### config.mk
export PLATFORM = sky130hd
export DESIGN_NAME = multicycle_ctrl_flat
export DESIGN_NICKNAME = d
export VERILOG_FILES = /design/src/rtl/multicycle_ctrl_if.sv /design/src/rtl/multicycle_ctrl.sv /design/src/flat_wrapper.sv
export SDC_FILE = /design/constraint.sdc
export NUM_CORES = 1
export LEC_CHECK = 0
export BUFFER_PORTS_ARGS = -buffer_cell sky130_fd_sc_hd__buf_2
export CAP_MARGIN = 15
export CORE_MARGIN = 2
export CORE_UTILIZATION = 38
export CTS_BUF_LIST = sky130_fd_sc_hd__clkbuf_4
export CTS_CLUSTER_DIAMETER = 100
export DETAILED_ROUTE_END_ITERATION = 16
export PLACE_DENSITY_LB_ADDON = 0.1
export SETUP_SLACK_MARGIN = 0.2
export SYNTH_ARGS = -nofsm -noshare
export SYNTH_HDL_FRONTEND = slang
export SYNTH_SLANG_ARGS = --single-unit
### constraint.sdc
create_clock -name clk -period 1.87 [get_ports clk]
set_input_delay 0.374 -clock clk [delete_from_list [all_inputs] [get_ports clk]]
set_output_delay 0.374 -clock clk [all_outputs]
set_load 0.01 [all_outputs]
### src/rtl/multicycle_ctrl_if.sv
// Control bundle between the multicycle controller and the 16-bit datapath.
// The controller is the master: it reads the current opcode and the memory
// handshake and drives every mux select and write enable.
interface multicycle_ctrl_if;
  logic [3:0] opcode;
  logic       mem_ready;
  logic       mem_read;
  logic       mem_write;
  logic       iord;
  logic       ir_write;
  logic       pc_write;
  logic       pc_write_cond;
  logic       branch_ne;
  logic       pc_source;
  logic       alu_src_a;
  logic [1:0] alu_src_b;
  logic [2:0] alu_ctrl;
  logic       reg_dst;
  logic       mem_to_reg;
  logic       reg_write;

  modport master (
    input  opcode, mem_ready,
    output mem_read, mem_write, iord, ir_write, pc_write, pc_write_cond,
           branch_ne, pc_source, alu_src_a, alu_src_b, alu_ctrl,
           reg_dst, mem_to_reg, reg_write
  );

  modport slave (
    output opcode, mem_ready,
    input  mem_read, mem_write, iord, ir_write, pc_write, pc_write_cond,
           branch_ne, pc_source, alu_src_a, alu_src_b, alu_ctrl,
           reg_dst, mem_to_reg, reg_write
  );
endinterface

### src/rtl/multicycle_ctrl.sv
// Moore control FSM for the multicycle 16-bit MIPS datapath. One instruction
// is sequenced at a time over 3-5 states; memory accesses stretch by one
// state per cycle that mem_ready stays low. State moves on the falling edge
// so it lines up with the datapath registers.
module multicycle_ctrl #(
  parameter int CNT_W           = 16,
  parameter bit HALT_ON_ILLEGAL = 1'b1
) (
  input  logic              clk,
  input  logic              rst_n,
  multicycle_ctrl_if.master bus,
  output logic              halted,
  output logic [CNT_W-1:0]  retired
);

  typedef enum logic [3:0] {
    S_RESET, S_FETCH, S_DECODE, S_EXEC_R, S_ADDR_I, S_WB_ALU,
    S_MEM_RD, S_WB_MEM, S_MEM_WR, S_BRANCH, S_HALT
  } state_t;

  localparam logic [3:0] OP_ADD  = 4'b0000;
  localparam logic [3:0] OP_SUB  = 4'b0001;
  localparam logic [3:0] OP_AND  = 4'b0010;
  localparam logic [3:0] OP_OR   = 4'b0011;
  localparam logic [3:0] OP_ADDI = 4'b0100;
  localparam logic [3:0] OP_LW   = 4'b0101;
  localparam logic [3:0] OP_SW   = 4'b0110;
  localparam logic [3:0] OP_SLT  = 4'b0111;
  localparam logic [3:0] OP_BEQ  = 4'b1000;
  localparam logic [3:0] OP_BNE  = 4'b1001;

  localparam logic [2:0] ALU_AND = 3'b000;
  localparam logic [2:0] ALU_OR  = 3'b001;
  localparam logic [2:0] ALU_ADD = 3'b010;
  localparam logic [2:0] ALU_SUB = 3'b110;
  localparam logic [2:0] ALU_SLT = 3'b111;

  state_t           r_state;
  state_t           w_state_next;
  logic [3:0]       r_op;        // opcode captured on leaving DECODE
  logic [CNT_W-1:0] r_retired;
  logic             w_retire;    // current state is the last of its instruction

  function automatic logic is_rtype(input logic [3:0] op);
    return (op == OP_ADD) || (op == OP_SUB) || (op == OP_AND) ||
           (op == OP_OR)  || (op == OP_SLT);
  endfunction

  function automatic logic is_itype(input logic [3:0] op);
    return (op == OP_ADDI) || (op == OP_LW) || (op == OP_SW);
  endfunction

  function automatic logic is_branch(input logic [3:0] op);
    return (op == OP_BEQ) || (op == OP_BNE);
  endfunction

  function automatic logic [2:0] alu_for(input logic [3:0] op);
    case (op)
      OP_SUB:  return ALU_SUB;
      OP_AND:  return ALU_AND;
      OP_OR:   return ALU_OR;
      OP_SLT:  return ALU_SLT;
      default: return ALU_ADD;
    endcase
  endfunction

  // State, captured opcode and retired counter all advance on the falling edge.
  always_ff @(negedge clk or negedge rst_n) begin
    if (!rst_n) begin
      r_state   <= S_RESET;
      r_op      <= 4'b0000;
      r_retired <= '0;
    end else begin
      r_state <= w_state_next;
      if (r_state == S_DECODE) r_op <= bus.opcode;
      if (w_retire) r_retired <= r_retired + CNT_W'(1);
    end
  end

  // Next-state selection and retirement strobe.
  always_comb begin
    w_state_next = r_state;
    w_retire     = 1'b0;
    case (r_state)
      S_RESET:  w_state_next = S_FETCH;
      S_FETCH:  if (bus.mem_ready) w_state_next = S_DECODE;
      S_DECODE: begin
        if (is_rtype(bus.opcode))       w_state_next = S_EXEC_R;
        else if (is_itype(bus.opcode))  w_state_next = S_ADDR_I;
        else if (is_branch(bus.opcode)) w_state_next = S_BRANCH;
        else if (HALT_ON_ILLEGAL)       w_state_next = S_HALT;
        else begin
          // Undefined opcode behaves as a NOP that still counts as retired.
          w_state_next = S_FETCH;
          w_retire     = 1'b1;
        end
      end
      S_EXEC_R: w_state_next = S_WB_ALU;
      S_ADDR_I: begin
        if (r_op == OP_LW)      w_state_next = S_MEM_RD;
        else if (r_op == OP_SW) w_state_next = S_MEM_WR;
        else                    w_state_next = S_WB_ALU;
      end
      S_MEM_RD: if (bus.mem_ready) w_state_next = S_WB_MEM;
      S_MEM_WR: begin
        if (bus.mem_ready) begin
          w_state_next = S_FETCH;
          w_retire     = 1'b1;
        end
      end
      S_WB_ALU, S_WB_MEM, S_BRANCH: begin
        w_state_next = S_FETCH;
        w_retire     = 1'b1;
      end
      S_HALT:   w_state_next = S_HALT;
      default:  w_state_next = S_RESET;
    endcase
  end

  // Control outputs decode from state (and captured opcode); only the FETCH
  // IR/PC loads follow mem_ready so they fire in the completion cycle.
  always_comb begin
    bus.mem_read      = 1'b0;
    bus.mem_write     = 1'b0;
    bus.iord          = 1'b0;
    bus.ir_write      = 1'b0;
    bus.pc_write      = 1'b0;
    bus.pc_write_cond = 1'b0;
    bus.branch_ne     = 1'b0;
    bus.pc_source     = 1'b0;
    bus.alu_src_a     = 1'b0;
    bus.alu_src_b     = 2'b00;
    bus.alu_ctrl      = ALU_AND;
    bus.reg_dst       = 1'b0;
    bus.mem_to_reg    = 1'b0;
    bus.reg_write     = 1'b0;
    halted            = 1'b0;
    case (r_state)
      S_FETCH: begin
        bus.mem_read  = 1'b1;
        bus.alu_src_b = 2'b01;
        bus.alu_ctrl  = ALU_ADD;
        bus.ir_write  = bus.mem_ready;
        bus.pc_write  = bus.mem_ready;
      end
      S_DECODE: begin
        bus.alu_src_b = 2'b11;
        bus.alu_ctrl  = ALU_ADD;
      end
      S_EXEC_R: begin
        bus.alu_src_a = 1'b1;
        bus.alu_ctrl  = alu_for(r_op);
      end
      S_ADDR_I: begin
        bus.alu_src_a = 1'b1;
        bus.alu_src_b = 2'b10;
        bus.alu_ctrl  = ALU_ADD;
      end
      S_WB_ALU: begin
        bus.reg_write = 1'b1;
        bus.reg_dst   = is_rtype(r_op);
      end
      S_MEM_RD: begin
        bus.mem_read = 1'b1;
        bus.iord     = 1'b1;
      end
      S_WB_MEM: begin
        bus.reg_write  = 1'b1;
        bus.mem_to_reg = 1'b1;
      end
      S_MEM_WR: begin
        bus.mem_write = 1'b1;
        bus.iord      = 1'b1;
      end
      S_BRANCH: begin
        bus.alu_src_a     = 1'b1;
        bus.alu_ctrl      = ALU_SUB;
        bus.pc_write_cond = 1'b1;
        bus.pc_source     = 1'b1;
        bus.branch_ne     = r_op[0];
      end
      S_HALT:  halted = 1'b1;
      default: ;
    endcase
  end

  assign retired = r_retired;

endmodule

### src/flat_wrapper.sv
// flat-port wrapper written by rule: the top's interface ports become plain ports
module multicycle_ctrl_flat 
#(
  parameter int CNT_W           = 16,
  parameter bit HALT_ON_ILLEGAL = 1'b1
)
  (clk, rst_n, halted, retired, bus_opcode, bus_mem_ready, bus_mem_read, bus_mem_write, bus_iord, bus_ir_write, bus_pc_write, bus_pc_write_cond, bus_branch_ne, bus_pc_source, bus_alu_src_a, bus_alu_src_b, bus_alu_ctrl, bus_reg_dst, bus_mem_to_reg, bus_reg_write);
  multicycle_ctrl_if bus_i ();
  input  logic clk;
  input  logic rst_n;
  output logic halted;
  output logic [CNT_W-1:0] retired;
  input wire logic [$bits(bus_i.opcode)-1:0] bus_opcode;
  input wire logic [$bits(bus_i.mem_ready)-1:0] bus_mem_ready;
  output wire logic [$bits(bus_i.mem_read)-1:0] bus_mem_read;
  output wire logic [$bits(bus_i.mem_write)-1:0] bus_mem_write;
  output wire logic [$bits(bus_i.iord)-1:0] bus_iord;
  output wire logic [$bits(bus_i.ir_write)-1:0] bus_ir_write;
  output wire logic [$bits(bus_i.pc_write)-1:0] bus_pc_write;
  output wire logic [$bits(bus_i.pc_write_cond)-1:0] bus_pc_write_cond;
  output wire logic [$bits(bus_i.branch_ne)-1:0] bus_branch_ne;
  output wire logic [$bits(bus_i.pc_source)-1:0] bus_pc_source;
  output wire logic [$bits(bus_i.alu_src_a)-1:0] bus_alu_src_a;
  output wire logic [$bits(bus_i.alu_src_b)-1:0] bus_alu_src_b;
  output wire logic [$bits(bus_i.alu_ctrl)-1:0] bus_alu_ctrl;
  output wire logic [$bits(bus_i.reg_dst)-1:0] bus_reg_dst;
  output wire logic [$bits(bus_i.mem_to_reg)-1:0] bus_mem_to_reg;
  output wire logic [$bits(bus_i.reg_write)-1:0] bus_reg_write;
  assign bus_i.opcode = bus_opcode;
  assign bus_i.mem_ready = bus_mem_ready;
  assign bus_mem_read = bus_i.mem_read;
  assign bus_mem_write = bus_i.mem_write;
  assign bus_iord = bus_i.iord;
  assign bus_ir_write = bus_i.ir_write;
  assign bus_pc_write = bus_i.pc_write;
  assign bus_pc_write_cond = bus_i.pc_write_cond;
  assign bus_branch_ne = bus_i.branch_ne;
  assign bus_pc_source = bus_i.pc_source;
  assign bus_alu_src_a = bus_i.alu_src_a;
  assign bus_alu_src_b = bus_i.alu_src_b;
  assign bus_alu_ctrl = bus_i.alu_ctrl;
  assign bus_reg_dst = bus_i.reg_dst;
  assign bus_mem_to_reg = bus_i.mem_to_reg;
  assign bus_reg_write = bus_i.reg_write;
  multicycle_ctrl #(.CNT_W(CNT_W), .HALT_ON_ILLEGAL(HALT_ON_ILLEGAL)) u_core (.clk(clk), .rst_n(rst_n), .bus(bus_i), .halted(halted), .retired(retired));
endmodule
-- Word level (Yosys, flattened, before mapping)
Index checks and enable logic that the tools add are counted.
- input port bits: 7
- memories: 0
- bits in registers: 24
- bits in writable memories: 0
- latch bits: 0
- bits in read-only memories: 0
- word-level logic and storage cells: 79
- output and inout bits: 34
- eq/ne operators: 28
- reduce and logical (&&, ||, !) cells: 22
- add/sub/neg operators: 1
- bitwise logic cells: 0
- multiplexer cells: 25
- shift-type cells: 0
- divide/modulo/power cells: 0
- multipliers: 0
- $lt $le $gt $ge: 0
- operators by type and width (kind ; number):
    == test 4 x 3 -> 1 bit, second input constant ; 11
    one-hot mux 4 bit (8 select lines) ; 1
    two-way mux 4 bit ; 7
    == test 4 x 2 -> 1 bit, second input constant ; 6
    == test 4 bit, second input constant ; 5
    adder 16 x 1 -> 16 bit, second input constant ; 1
    == test 4 x 1 -> 1 bit, second input constant ; 3
    logical NOT 4 bit ; 3
    two-way mux 1 bit ; 12
    one-hot mux 3 bit (4 select lines) ; 1
    logical OR 1 bit ; 11
    one-hot mux 3 bit (3 select lines) ; 1
    OR reduction 3 bit ; 3
    != test 2 bit, second input constant ; 3
    one-hot mux 2 bit (3 select lines) ; 1
    OR reduction 2 bit ; 3
    OR reduction 4 bit ; 1
    AND reduction 3 bit ; 1
    two-way mux 2 bit ; 1
    one-hot mux 1 bit (2 select lines) ; 1

-- Longest topological paths before layout
Gate-level depths: netlist of the first run.
- depth in word-level cells: 7
- gate-level depth with buffers: 6
- gate-level depth less buffers: 5

==> results of run 1 <==
-- cell usage in the layout (no fill, tap or decap), types with 2 or more instances in the layout --
| cell | synthesis | final |
|---|---|---|
| buf_8 | 0 | 2 |
| nand2_4 | 1 | 5 |
| o21ai_1 | 0 | 2 |
| xor2_1 | 8 | 8 |
| nand3_4 | 1 | 2 |
| dfrtn_1 | 24 | 24 |
| o31a_1 | 2 | 2 |
| o22ai_2 | 0 | 2 |
| nor4_4 | 0 | 2 |
| nand3_1 | 6 | 4 |
| nor3_2 | 7 | 2 |
| a21oi_1 | 7 | 5 |
| nand2_8 | 0 | 2 |
| nor3_4 | 0 | 9 |
| mux2_4 | 0 | 2 |
| inv_2 | 0 | 2 |
| nand2b_4 | 1 | 3 |
| o21ai_0 | 8 | 2 |
| nor2_4 | 0 | 10 |
| clkbuf_4 | 0 | 3 |
| buf_4 | 2 | 69 |
| xnor2_1 | 9 | 8 |
| buf_6 | 0 | 42 |
| nor2_1 | 18 | 4 |
| o21ai_2 | 0 | 4 |
| nand4_1 | 5 | 5 |
| buf_12 | 0 | 3 |
| nand2_2 | 0 | 2 |
| buf_2 | 1 | 31 |
| nor2_2 | 0 | 4 |
| nand2_1 | 15 | 7 |
| inv_1 | 13 | 9 |
-- path summary, 6_finish.rpt --
check	startpoint	endpoint	depth (start not counted)	slack [ns]
min in group asynchronous	rst_n	u_core.r_state[3]$_DFFE_NN0P_	2	0.78
hold reg to reg	u_core.retired[3]$_DFFE_NN0P_	u_core.retired[3]$_DFFE_NN0P_	2	0.55
hold / removal	u_core.retired[3]$_DFFE_NN0P_	u_core.retired[3]$_DFFE_NN0P_	2	0.55
setup reg to reg	u_core.r_state[0]$_DFFE_NN0P_	u_core.r_state[0]$_DFFE_NN0P_	19	-0.90
setup / recovery	u_core.r_state[0]$_DFFE_NN0P_	bus_alu_src_a	5	-1.10
max in group asynchronous	rst_n	u_core.retired[9]$_DFFE_NN0P_	2	0.90
-- state kept, by name (all words and copies together) (netlist names) --
signal and count:
u_core.r_op 4, u_core.r_state 4, u_core.retired 16
-- through the flow --
step | hold WS [ns] | TNS [ns] | cell area, um^2 | cells | utilization, %
after global routing | 0.572 | -28.06 | 3230 | 357 | 86.9
after CTS | 0.520 | -24.60 | 2950 | 343 | 79.3
after detailed placement | 0.491 | -19.00 | 2360 | 304 | 63.5
after floorplan | 0.454 | -13.25 | 1750 | 166 | -
final | 0.553 | -26.42 | 3230 | 357 | 86.9
after global placement | 0.464 | -18.44 | 2360 | 304 | 63.5
-- where the power goes --
part / switching [mW] / internal (mW)
Clock: 0.190 / 0.217
Combinational: 1.58 / 1.65
Sequential: 0.148 / 0.687
Total: 1.92 / 2.55
-- layer usage --
layer	part of all wire [%]	routed length [um]	track usage [%]	up-vias
li1	-	-	-	867
met1	38	2620	33.6	957
met2	52	3540	47.9	86
met3	5.3	366	3.55	30
met4	4.7	325	8.67	0
met5	0	0	0	-
-- worst min-delay path, stage by stage, from the launching register on --
cell     delay (ns)
dfrtn_1        0.37
buf_4          0.15
xnor2_1        0.14
-- cells by family (layout without fill, tap and decap cells) --
family | Yosys count | count (layout) | synth area share, %
AND/OR/NAND/NOR | 69 | 69 | 26.2
multiplexers | 2 | 2 | 1.50
AO/OA/AOI/OAI | 32 | 32 | 15.5
flip-flops | 24 | 24 | 40.1
buffers and inverters | 21 | 164 | 5.85
XOR/XNOR | 17 | 17 | 9.94
adder cells (fa/ha/maj) | 1 | 1 | 0.835
-- final cells by class --
type,count,area share (%)
Multi-Input combinational cell,121,37.7
Clock buffer,3,0.697
Inverter,13,1.98
Clock inverter,1,0.930
Tap cell,48,1.86
Timing Repair Buffer,147,38.3
Sequential cell,24,18.6
-- repair_timing --
item | 4_1_cts | 5_1_grt
pin swaps | 27 | 20
resized for setup | 60 | 43
hold buffers | 0 | 0
gates cloned | 0 | 0
setup endpoints to repair | 56 | 58
buffers inserted | 35 | 14
==> flow_summary.ini, run 1 <==
[power]
vdd_ir_drop_max_v = 0.000805
power_mw = 4.47
power_density_nw_per_um2 = 1380
power.leakage_nw = 1.61

[layout]
multiInputGateArea_um2 = 1220
final.fill_count = 176
layout.nets = 318
layout-drive-gt1-share_pct = 69.9
antenna_cells = 0
regArea_um2 = 601
area_growth_pct = 116

[placed_design]
place_congestion = 0.971
io_buffers = 40
place_ws_ns = -0.622
dpl.hpwl_um = 3210

[synthesis]
synth_edf_count = 0
ys_seq_area_share_pct = 40.1
synth.cells.most_frequent = dfrtn_1 (24), nor2_1 (18), nand2_1 (15), inv_1 (13), xnor2_1 (9)
synth_seq_cells = 24
synth_top_area_share_pct = 40.1
synth_cells = 166
ys_async_sr_fraction_pct = 100
ys.flop_type = dfrtn_1
yosysTopAreaCell = dfrtn_1
netlist_area_um2 = 1500
synth_cell_types = 43
syn_area_per_cell_um2 = 9.02
syn_nets = 174
synthTopCellsByArea = dfrtn_1 (40%), xnor2_1 (5.3%), nor3_2 (4.7%)
synth.most_common_cell = dfrtn_1
yosysWarningCount = 0

[floorplan]
rows = 22
floorplan.die_area_um2 = 4460
die_w_um = 66.8
core_um2 = 3720
io-pin-count = 41
start_util_pct = 40.3
dieHeight_um = 66.8

[clock_network]
htreeDepth = 1
numCtsBuffers = 3
numClockSinks = 24
clock_latency_ns = 0.33
root_buffer = clkbuf_4
cts_tree = done
cts_buffer_depth = 2
clk_pin_slew_worst_paths_ns = 0.10

[global_routing]
grt_pass1_wl_um = 8940
grt_remaining_overflow = 0
grt_max_degree = 25
grt_usage_pct = 27.0
grt_pass1_vias = 1855
antenna_found_initial = 0

[timing]
tightest_slew_ns = 0.391
slew_headroom_pct = 73.8
setup_viol = 53
rsz0062_at_grt = yes
setup_ws_ns = -1.10
hold_viol_final = 0
drv_slew = 0
skew_ns = 0.00367

[route]
drc = 0
drtPass1Iterations = 4
drt-total-wl_um = 6850
drt-wirelength-per-cell_um = 19.2
antenna_left = 0
drt_iter0_drc = 147
route.vias.total = 1940
vias_per_cell = 5.43

[critical_path]
crit_chain = buf_6 > nand2_4 > o21ai_1 > a21o_1 > buf_2
worstPathRequired_ns = 1.50
critPathKind = flop to primary output
crit_path_top_delay_cell = dfrtn_1
crit_path_start_kind = flop
cp-end-kind = primary output
worstPathArrival_ns = 2.59
cp_top_family = flip-flops
crit_buf_inv = 2
crit_fanout = 4
critPathMaxStageDelay_ns = 0.62

[status]
violations = negative setup slack
outcome = finished with violations

[min_path]
hp-class = flop to flop

[run]
drv_cap = 0
No activity file was read; power rests on OpenSTA's default activity.
==> run 2, diff against run 1 <==
--- a/config.mk
+++ b/config.mk
@@ -13,6 +13,7 @@
 export CTS_CLUSTER_DIAMETER = 100
 export DETAILED_ROUTE_END_ITERATION = 16
 export PLACE_DENSITY_LB_ADDON = 0.1
+export RECOVER_POWER = 100
 export SETUP_SLACK_MARGIN = 0.2
 export SYNTH_ARGS = -nofsm -noshare
 export SYNTH_HDL_FRONTEND = slang
==> flow_summary.ini, run 2 (synthesized netlist as in run 1, its figures left out) <==
[global_routing]
grt_max_degree = 25
antenna_found_initial = 0
grt_remaining_overflow = 0
grt_pass1_wl_um = 8940
grt_pass1_vias = 1855
grt_usage_pct = 27.0

[route]
drt-total-wl_um = 6860
drt_iter0_drc = 138
drc = 0
route.vias.total = 1929
vias_per_cell = 5.40
antenna_left = 0
drt-wirelength-per-cell_um = 19.2
drtPass1Iterations = 4

[power]
vdd_ir_drop_max_v = 0.000808
power.leakage_nw = 1.61
power_density_nw_per_um2 = 1390
power_mw = 4.47

[critical_path]
critPathMaxStageDelay_ns = 0.62
cp-end-kind = primary output
crit_path_top_delay_cell = dfrtn_1
crit_fanout = 4
rrSetupSlack_ns = -0.89
rr_endpoint = u_core.r_state[0]$_DFFE_NN0P_
rr_worst_depth = 19
r2r_start = u_core.r_state[0]$_DFFE_NN0P_
critPathKind = flop to primary output
crit_chain = buf_6 > nand2_4 > o21ai_1 > a21o_1 > buf_2
crit_buf_inv = 2
cp_top_family = flip-flops
worstPathArrival_ns = 2.60
worstPathRequired_ns = 1.50
crit_path_start_kind = flop
crit_path_start = u_core.r_state[0]$_DFFE_NN0P_

[layout]
mostFrequentLayoutCell = buf_4
final.fill_count = 178
finish.utilization_pct = 86.5
largest_reg_flops = 16
mostFrequentLayoutCells = buf_4 (69), buf_6 (42), buf_2 (31)
layout.nets = 318
post_layout_nonfiller_instances = 357
antenna_cells = 0
area_growth_pct = 115
multiInputGateArea_um2 = 1220
layout-drive-gt1-share_pct = 69.9
regArea_um2 = 601
design_area_um2 = 3220

[floorplan]
io-pin-count = 41
floorplan.die_area_um2 = 4460
dieHeight_um = 66.8
rows = 22
core_um2 = 3720
start_util_pct = 40.3
die_w_um = 66.8

[timing]
slew_headroom_pct = 56.7
tightest_slew_ns = 0.649
holdWs_ns = 0.554
hold_viol_final = 0
drv_slew = 0
setup_viol = 53
skew_ns = 0.00133
setup_ws_ns = -1.11
rsz0062_at_grt = yes

[status]
outcome = finished with violations
violations = negative setup slack

[placed_design]
place_area_um2 = 2360
dpl.hpwl_um = 3210
io_buffers = 40
dp.cells = 304
place_congestion = 0.971

[clock_network]
clk_pin_slew_worst_paths_ns = 0.10
cts_tree = done
numCtsBuffers = 3
cts_buffer_depth = 2
htreeDepth = 1
root_buffer = clkbuf_4
clock_latency_ns = 0.33
cts_hold_buf = 0
numClockSinks = 24

[min_path]
hp-class = flop to flop
holdPathEnd = u_core.retired[3]$_DFFE_NN0P_
hp-start = u_core.retired[3]$_DFFE_NN0P_
holdPathStages = 2

[run]
drv_cap = 0
run 2: worst max path at each step:
stage | end | slack (ns) | depth (start not counted)
floorplan | bus_alu_ctrl[2] | -0.53 | 5
global placement | bus_alu_src_a | -0.63 | 6
detailed placement | bus_alu_src_a | -0.62 | 6
CTS | bus_alu_src_a | -0.94 | 5
global route | bus_iord | -1.11 | 6
finish | bus_alu_src_a | -1.11 | 5
run 2: where the power goes:
part           internal (mW)  switching [mW]
logic                   1.65            1.59
registers              0.687           0.146
clock network          0.217           0.189
total                   2.55            1.92
run 2: routing by layer:
metal / up-vias / global-route usage, % / part of all wire [%]
met5: - / 0 / 0
met4: 0 / 8.67 / 4.8
met1: 953 / 33.6 / 38
met2: 78 / 47.9 / 52
met3: 31 / 3.55 / 5.2
li1: 867 / - / -
run 2: per-stage QoR:
| step | setup WS (ns) | TNS, ns |
|---|---|---|
| final | -1.11 | -26.32 |
| after floorplan | -0.529 | -13.25 |
| after global routing | -1.11 | -28.06 |
| after global placement | -0.625 | -18.44 |
| after CTS | -0.941 | -24.60 |
| after detailed placement | -0.622 | -19.00 |
run 2: final cells by class:
cell class | instances | share of cell area, %
clock buffers | 3 | 0.700
repair buffers | 147 | 38.0
inverters | 13 | 1.98
clock inverters | 1 | 0.934
flip-flops and latches | 24 | 18.7
multi-input cells | 121 | 37.9
well taps | 48 | 1.87
run 2: worst reg2reg max path: stages (launching register included):
cell and delay (ns):
dfrtn_1 0.48, buf_6 0.19, nor2_4 0.13, nand2_2 0.08, buf_6 0.11, buf_4 0.12
buf_6 0.10, buf_4 0.12, buf_6 0.11, buf_6 0.10, buf_4 0.12, buf_4 0.12
buf_4 0.13, buf_6 0.11, buf_6 0.10, buf_6 0.10, buf_6 0.10, buf_6 0.11
o21ai_2 0.07, a221oi_2 0.09
run 2: timing repair:
action | CTS | global route
endpoints found under the setup margin | 56 | 58
pin swaps | 27 | 20
setup buffers | 35 | 14
gates resized for setup | 60 | 43
